File: config.mk
export PLATFORM = sky130hd
export DESIGN_NAME = button_pulser_flat
export DESIGN_NICKNAME = d
export VERILOG_FILES = /design/src/rtl/btn_pkg.sv /design/src/rtl/button_pulser_if.sv /design/src/rtl/btn_debounce_one.sv /design/src/rtl/button_pulser.sv /design/src/flat_wrapper.sv
export SDC_FILE = /design/constraint.sdc
export NUM_CORES = 1
export LEC_CHECK = 0
export CORE_MARGIN = 1
export CORE_UTILIZATION = 45
export DETAILED_ROUTE_END_ITERATION = 10
export PLACE_DENSITY_LB_ADDON = 0.3
export REMOVE_ABC_BUFFERS = 1
export SLEW_MARGIN = 20
export SYNTH_ARGS = -nofsm -noshare
export SYNTH_HDL_FRONTEND = slang
export SYNTH_HIERARCHICAL = 1
export SYNTH_SLANG_ARGS = --single-unit
File: constraint.sdc
create_clock -name Clk -period 3.18 [get_ports Clk]
set_input_delay 0.954 -clock Clk [delete_from_list [all_inputs] [get_ports Clk]]
set_output_delay 0.954 -clock Clk [all_outputs]
set_load 0.005 [all_outputs]
File: src/rtl/btn_pkg.sv
// Shared types and constants for the pushbutton front end: per-button FSM
// state encoding, button index map and counter sizing helper.
package btn_pkg;

  localparam int unsigned N_BTN_DEF = 5;

  localparam int unsigned BTN_L = 0;
  localparam int unsigned BTN_R = 1;
  localparam int unsigned BTN_U = 2;
  localparam int unsigned BTN_D = 3;
  localparam int unsigned BTN_C = 4;

  typedef enum logic [4:0] {
    INI  = 5'b00001,
    WQ   = 5'b00010,
    SCEN = 5'b00100,
    CCR  = 5'b01000,
    WFCR = 5'b10000
  } btn_state_e;

  function automatic int unsigned max3(input int unsigned a, input int unsigned b,
                                       input int unsigned c);
    int unsigned m;
    m = (a > b) ? a : b;
    return (m > c) ? m : c;
  endfunction

endpackage

File: src/rtl/button_pulser_if.sv
// Button bundle between the board pins and the game core.
interface button_pulser_if #(
  parameter int unsigned N_BTN = 5
);
  logic [N_BTN-1:0] BtnRaw;
  logic [N_BTN-1:0] BtnPulse;
  logic [N_BTN-1:0] BtnLevel;
  logic             Busy;

  modport master (output BtnRaw, input BtnPulse, input BtnLevel, input Busy);
  modport slave  (input BtnRaw, output BtnPulse, output BtnLevel, output Busy);
endinterface

File: src/rtl/btn_debounce_one.sv
// One button: 2-flop synchronizer, debounce/repeat FSM and a saturating counter.
// Pulse and level are registered and asserted on the same edge that enters SCEN.
module btn_debounce_one
  import btn_pkg::*;
#(
  parameter int unsigned DB_CYCLES     = 1000000,
  parameter int unsigned REPEAT_DELAY  = 50000000,
  parameter int unsigned REPEAT_PERIOD = 20000000,
  parameter bit          REPEAT_EN     = 1'b0
) (
  input  logic clk_i,
  input  logic rst_ni,
  input  logic raw_i,
  output logic pulse_o,
  output logic level_o,
  output logic busy_o
);

  localparam int unsigned CntW = $clog2(max3(DB_CYCLES, REPEAT_DELAY, REPEAT_PERIOD)) + 1;
  localparam logic [CntW-1:0] DbLast     = CntW'(DB_CYCLES - 1);
  localparam logic [CntW-1:0] DelayLast  = CntW'(REPEAT_DELAY - 1);
  localparam logic [CntW-1:0] PeriodLast = CntW'(REPEAT_PERIOD - 1);

  logic [1:0]      sync_q;
  logic            s;
  btn_state_e      state_q, state_d;
  logic [CntW-1:0] cnt_q, cnt_d, cnt_inc, rpt_last;
  logic            rep_q, rep_d;
  logic            pulse_q, pulse_d;
  logic            level_q, level_d;

  assign s        = sync_q[1];
  assign cnt_inc  = (cnt_q == '1) ? cnt_q : cnt_q + 1'b1;
  // First repeat waits the long delay, later ones use the short period.
  assign rpt_last = rep_q ? PeriodLast : DelayLast;

  always_comb begin
    state_d = state_q;
    cnt_d   = cnt_q;
    rep_d   = rep_q;
    level_d = level_q;
    unique case (state_q)
      INI: begin
        cnt_d = '0;
        if (s) state_d = WQ;
      end
      WQ: begin
        if (!s) begin
          state_d = INI;
          cnt_d   = '0;
        end else if (cnt_q == DbLast) begin
          state_d = SCEN;
        end else begin
          cnt_d = cnt_inc;
        end
      end
      SCEN: begin
        cnt_d   = '0;
        state_d = CCR;
      end
      CCR: begin
        if (!s) begin
          cnt_d   = '0;
          state_d = WFCR;
        end else if (REPEAT_EN && (cnt_q == rpt_last)) begin
          state_d = SCEN;
          rep_d   = 1'b1;
        end else begin
          cnt_d = cnt_inc;
        end
      end
      WFCR: begin
        if (s) begin
          // Glitch during release: back to held, repeat delay starts over.
          state_d = CCR;
          cnt_d   = '0;
          rep_d   = 1'b0;
        end else if (cnt_q == DbLast) begin
          state_d = INI;
          cnt_d   = '0;
          rep_d   = 1'b0;
          level_d = 1'b0;
        end else begin
          cnt_d = cnt_inc;
        end
      end
      default: begin
        state_d = INI;
        cnt_d   = '0;
        rep_d   = 1'b0;
        level_d = 1'b0;
      end
    endcase
    if (state_d == SCEN) level_d = 1'b1;
    pulse_d = (state_d == SCEN);
  end

  always_ff @(posedge clk_i or negedge rst_ni) begin
    if (!rst_ni) begin
      sync_q  <= '0;
      state_q <= INI;
      cnt_q   <= '0;
      rep_q   <= 1'b0;
      pulse_q <= 1'b0;
      level_q <= 1'b0;
    end else begin
      sync_q  <= {sync_q[0], raw_i};
      state_q <= state_d;
      cnt_q   <= cnt_d;
      rep_q   <= rep_d;
      pulse_q <= pulse_d;
      level_q <= level_d;
    end
  end

  assign pulse_o = pulse_q;
  assign level_o = level_q;
  assign busy_o  = (state_q != INI);

endmodule

File: src/rtl/button_pulser.sv
// Pushbutton front end: one independent debounce/repeat channel per button,
// with Busy flagging any button that is not idle.
module button_pulser
  import btn_pkg::*;
#(
  parameter int unsigned      N_BTN         = N_BTN_DEF,
  parameter int unsigned      DB_CYCLES     = 1000000,
  parameter int unsigned      REPEAT_DELAY  = 50000000,
  parameter int unsigned      REPEAT_PERIOD = 20000000,
  parameter logic [N_BTN-1:0] REPEAT_MASK   = N_BTN'((1 << BTN_L) | (1 << BTN_R))
) (
  input  logic            Clk,
  input  logic            Reset,
  button_pulser_if.slave  bus
);

  logic [N_BTN-1:0] pulse;
  logic [N_BTN-1:0] level;
  logic [N_BTN-1:0] busy;

  for (genvar i = 0; i < N_BTN; i++) begin : g_btn
    btn_debounce_one #(
      .DB_CYCLES     (DB_CYCLES),
      .REPEAT_DELAY  (REPEAT_DELAY),
      .REPEAT_PERIOD (REPEAT_PERIOD),
      .REPEAT_EN     (REPEAT_MASK[i])
    ) u_btn (
      .clk_i   (Clk),
      .rst_ni  (Reset),
      .raw_i   (bus.BtnRaw[i]),
      .pulse_o (pulse[i]),
      .level_o (level[i]),
      .busy_o  (busy[i])
    );
  end

  assign bus.BtnPulse = pulse;
  assign bus.BtnLevel = level;
  assign bus.Busy     = |busy;

endmodule

File: src/flat_wrapper.sv
// flat-port wrapper written by rule: the top's interface ports become plain ports
module button_pulser_flat import btn_pkg::*;
#(
  parameter int unsigned      N_BTN         = N_BTN_DEF,
  parameter int unsigned      DB_CYCLES     = 1000000,
  parameter int unsigned      REPEAT_DELAY  = 50000000,
  parameter int unsigned      REPEAT_PERIOD = 20000000,
  parameter logic [N_BTN-1:0] REPEAT_MASK   = N_BTN'((1 << BTN_L) | (1 << BTN_R))
)
  (Clk, Reset, bus_BtnRaw, bus_BtnPulse, bus_BtnLevel, bus_Busy);
  button_pulser_if #(.N_BTN(N_BTN)) bus_i ();
  input  logic Clk;
  input  logic Reset;
  input wire logic [$bits(bus_i.BtnRaw)-1:0] bus_BtnRaw;
  output wire logic [$bits(bus_i.BtnPulse)-1:0] bus_BtnPulse;
  output wire logic [$bits(bus_i.BtnLevel)-1:0] bus_BtnLevel;
  output wire logic [$bits(bus_i.Busy)-1:0] bus_Busy;
  assign bus_i.BtnRaw = bus_BtnRaw;
  assign bus_BtnPulse = bus_i.BtnPulse;
  assign bus_BtnLevel = bus_i.BtnLevel;
  assign bus_Busy = bus_i.Busy;
  button_pulser #(.N_BTN(N_BTN), .DB_CYCLES(DB_CYCLES), .REPEAT_DELAY(REPEAT_DELAY), .REPEAT_PERIOD(REPEAT_PERIOD), .REPEAT_MASK(REPEAT_MASK)) u_core (.Clk(Clk), .Reset(Reset), .bus(bus_i));
endmodule
==> metrics.txt <==
status=finished, final reports clean; Final Cell Area=0.01217 mm²; Worst R2R Setup Slack=0.45 ns; maximum VDD drop=0.3589 mV; final hold vios=0; DRT antenna net count=0; std cell rows=57; Setup Fix Bufs, Post-CTS=0; DR iter-0 viols=637; NumNets Final=1225; Synth Instances=1223; Layout Skew=0.01219 ns; M2 GR Usage=33.75%; asr flop ratio synth=100.0%; Arrival @ worst endpoint=2.04 ns; top cells by count, synth=dfrtp_1 (177), a21oi_1 (95), nand2_1 (82); Die Wd=~160 µm; critical path required time=2.23 ns; M3 GR Usage=2.545%; final core utilization=49.76%; #FFs+latches synth=182; clock transition at the registers of the reported paths=0.07 ns; most frequent cell after synthesis=dfrtp_1; Port Buffers=17; CTS tree=done; CTS H-tree depth=4; final setup vio count=0; Synth top area share=39.33%; setup TNS=0 ns; Final period util=a little over nine tenths; Worst Setup End Kind=primary output; vias in the first global route=9127; final hold slack=0.3525 ns; Avg Vias per Cell=approximately 6.2; Syn. warnings=6; Syn Std Cell Area=~0.011 mm²; CP Launch Point=u_core/g_btn[0].u_btn/state_q[3]; register area share after synthesis=40.50%; synth top area cells=dfrtp_1 (39%), a21oi_1 (4.2%), nand3_1 (3.5%); placed cell area=0.01158 mm²; DRC=0; Fmax=0.3339 GHz; TritonRoute pass-1 iters=5; die area=0.02566 mm²; Rel. slew slack=43.41%; global routing's busiest layer=met2; Starting Density=46.04%; initial antenna violation count=0; CP Launch Type=register; largest net degree at the start of global routing=54; diodes inserted=0; reg2reg start=u_core/g_btn[0].u_btn/cnt_q[0]; leading area contributor after synthesis=dfrtp_1; Clk Latency, worst-skew pair=0.43 ns; Worst-Margin Slew=0.8488 ns; fill cell count=2273; leakage power=4.317 nW; WL/cell=~16 µm; EDFF count, synth=0; Synth cell types=between 90 and 100; MaxCap Viol Count=0; vias=approximately 9600; critical path peak fanout=10; met1 usage=29.12%; max-slew violations=0; top_reg_cell synth=dfrtp_1; Hold Crit Class=register to register; overall routed net length=25370 µm; CTS resizes=0; RSZ-0062 raised after global routing=no; Remaining Overflow, GRT=0; TritonCTS buffer count=17; Ports=18; clock sinks=182; fin crit period=~3 ns; first-pass GRT wire length=44750 µm; clock root buffer=clkbuf_16; Die Y=160.2 µm; share of post-route cells with drive strength above 1=11.99%; Longest Clk Path Bufs=2; PwrDens=444.7 mW/mm²; GPL Wtd Cong=0.8919; hpwl dp=roughly 18000 µm; Placeable Area=~0.024 mm²; Hold Startpoint=u_core/g_btn[1].u_btn/sync_q[0]; average size of a mapped cell=9.209 µm²; GRT Util Overall=20.81%; cts hold-fix bufs=0; area grow syn2layout=8.088%; crit path kind=register to primary output
[power by group]
| part | internal [mW] | total, mW | switching [mW] |
|---|---|---|---|
| clock network | 1.19 | 2.12 | 0.934 |
| logic | 0.291 | 0.716 | 0.425 |
| registers | 2.42 | 2.57 | 0.157 |
| total | 3.90 | 5.41 | 1.52 |
[critical path: stages, from the launching register on]
cell and delay (ns):
dfrtp_1 0.49, nor3_2 0.24, nand3b_1 0.15, nor3_1 0.19
nand2_1 0.11, clkdlybuf4s50_1 0.45
[per-layer routing]
layer	wire, µm	up-vias
li1	-	4655
met1	12160	4706
met2	12130	176
met3	789	21
met4	298	0
met5	0	-
[stage by stage]
stage               power [mW]  cells  worst slack (ns)
floorplan                3.082   1154            0.2455
global placement         3.319   1518            0.5532
detailed placement       3.332   1518            0.4688
CTS                      5.491   1550           0.07185
global route             5.700   1550           0.02052
finish                   5.414   1550            0.1849
[final timing paths]
check / end / cells after the start
worst min register to register: u_core/g_btn[1].u_btn/sync_q[1] / 0
worst max-delay path: bus_Busy / 5
worst max register to register: u_core/g_btn[0].u_btn/cnt_q[1] / 8
worst min-delay path: u_core/g_btn[1].u_btn/sync_q[1] / 0
min in group asynchronous: u_core/g_btn[1].u_btn/cnt_q[6] / 1
max in group asynchronous: u_core/g_btn[4].u_btn/state_q[0] / 2
[state kept, by name, summed over array words and instances (netlist names)]
name	cells
u_core/g_btn.u_btn/rep_q	2
u_core/g_btn.u_btn/state_q	25
u_core/g_btn.u_btn/pulse_o	5
u_core/g_btn.u_btn/level_o	5
u_core/g_btn.u_btn/cnt_q	135
u_core/g_btn.u_btn/sync_q	10
[cell families (layout without fill, tap and decap cells)]
kind of cell	count (synthesis)	in the layout	share of synthesized area (%)
mux	5	5	0.4444
fa+ha+maj	5	5	0.5555
simple gates	600	600	32.80
xor+xnor	41	41	3.189
flops	182	182	40.50
buf+inv	94	97	5.066
compound gates	296	296	17.45
[final cells by class]
type | count | area, µm² | share of cell area [%]
Sequential cell | 182 | 4561 | 37.47
Multi-Input combinational cell | 947 | 6142 | 50.46
Clock buffer | 19 | 442.9 | 3.639
Inverter | 25 | 93.84 | 0.7709
Timing Repair Buffer | 40 | 384.1 | 3.156
Tap cell | 324 | 405.4 | 3.330
Clock inverter | 13 | 143.9 | 1.182
[cell usage in the layout (no fill, tap or decap), types with 6 or more instances in the layout]
master           netlist  routed
or2_2                  7       7
o31ai_1               36      36
or4_1                 37      37
nand3_1               78      78
a21oi_1               95      95
and2_1                11      11
inv_1                 25      25
and4_1                17      17
or3_1                 43      43
nand2_1               82      82
xor2_1                20      20
nand2b_1               8       8
o211ai_1              10      10
nor3_2                 5       6
nor4_2                 6       6
o21ai_0               45      45
nand4_1               49      49
nor3_1                50      49
a21boi_0               7       7
o22ai_1                7       7
nor4_1                24      24
dfrtp_1              177     177
buf_4                  6      20
nor3b_1               10      10
clkbuf_16              0      17
nand3b_1              11      11
nor2_2                13      13
o21ai_1               19      19
xnor2_1               21      21
clkdlybuf4s50_1        0      16
nor2_1                71      71
a21oi_2                6       6
and3_1                19      19
a211oi_1              16      16
No activity file was read; power rests on OpenSTA's default activity.
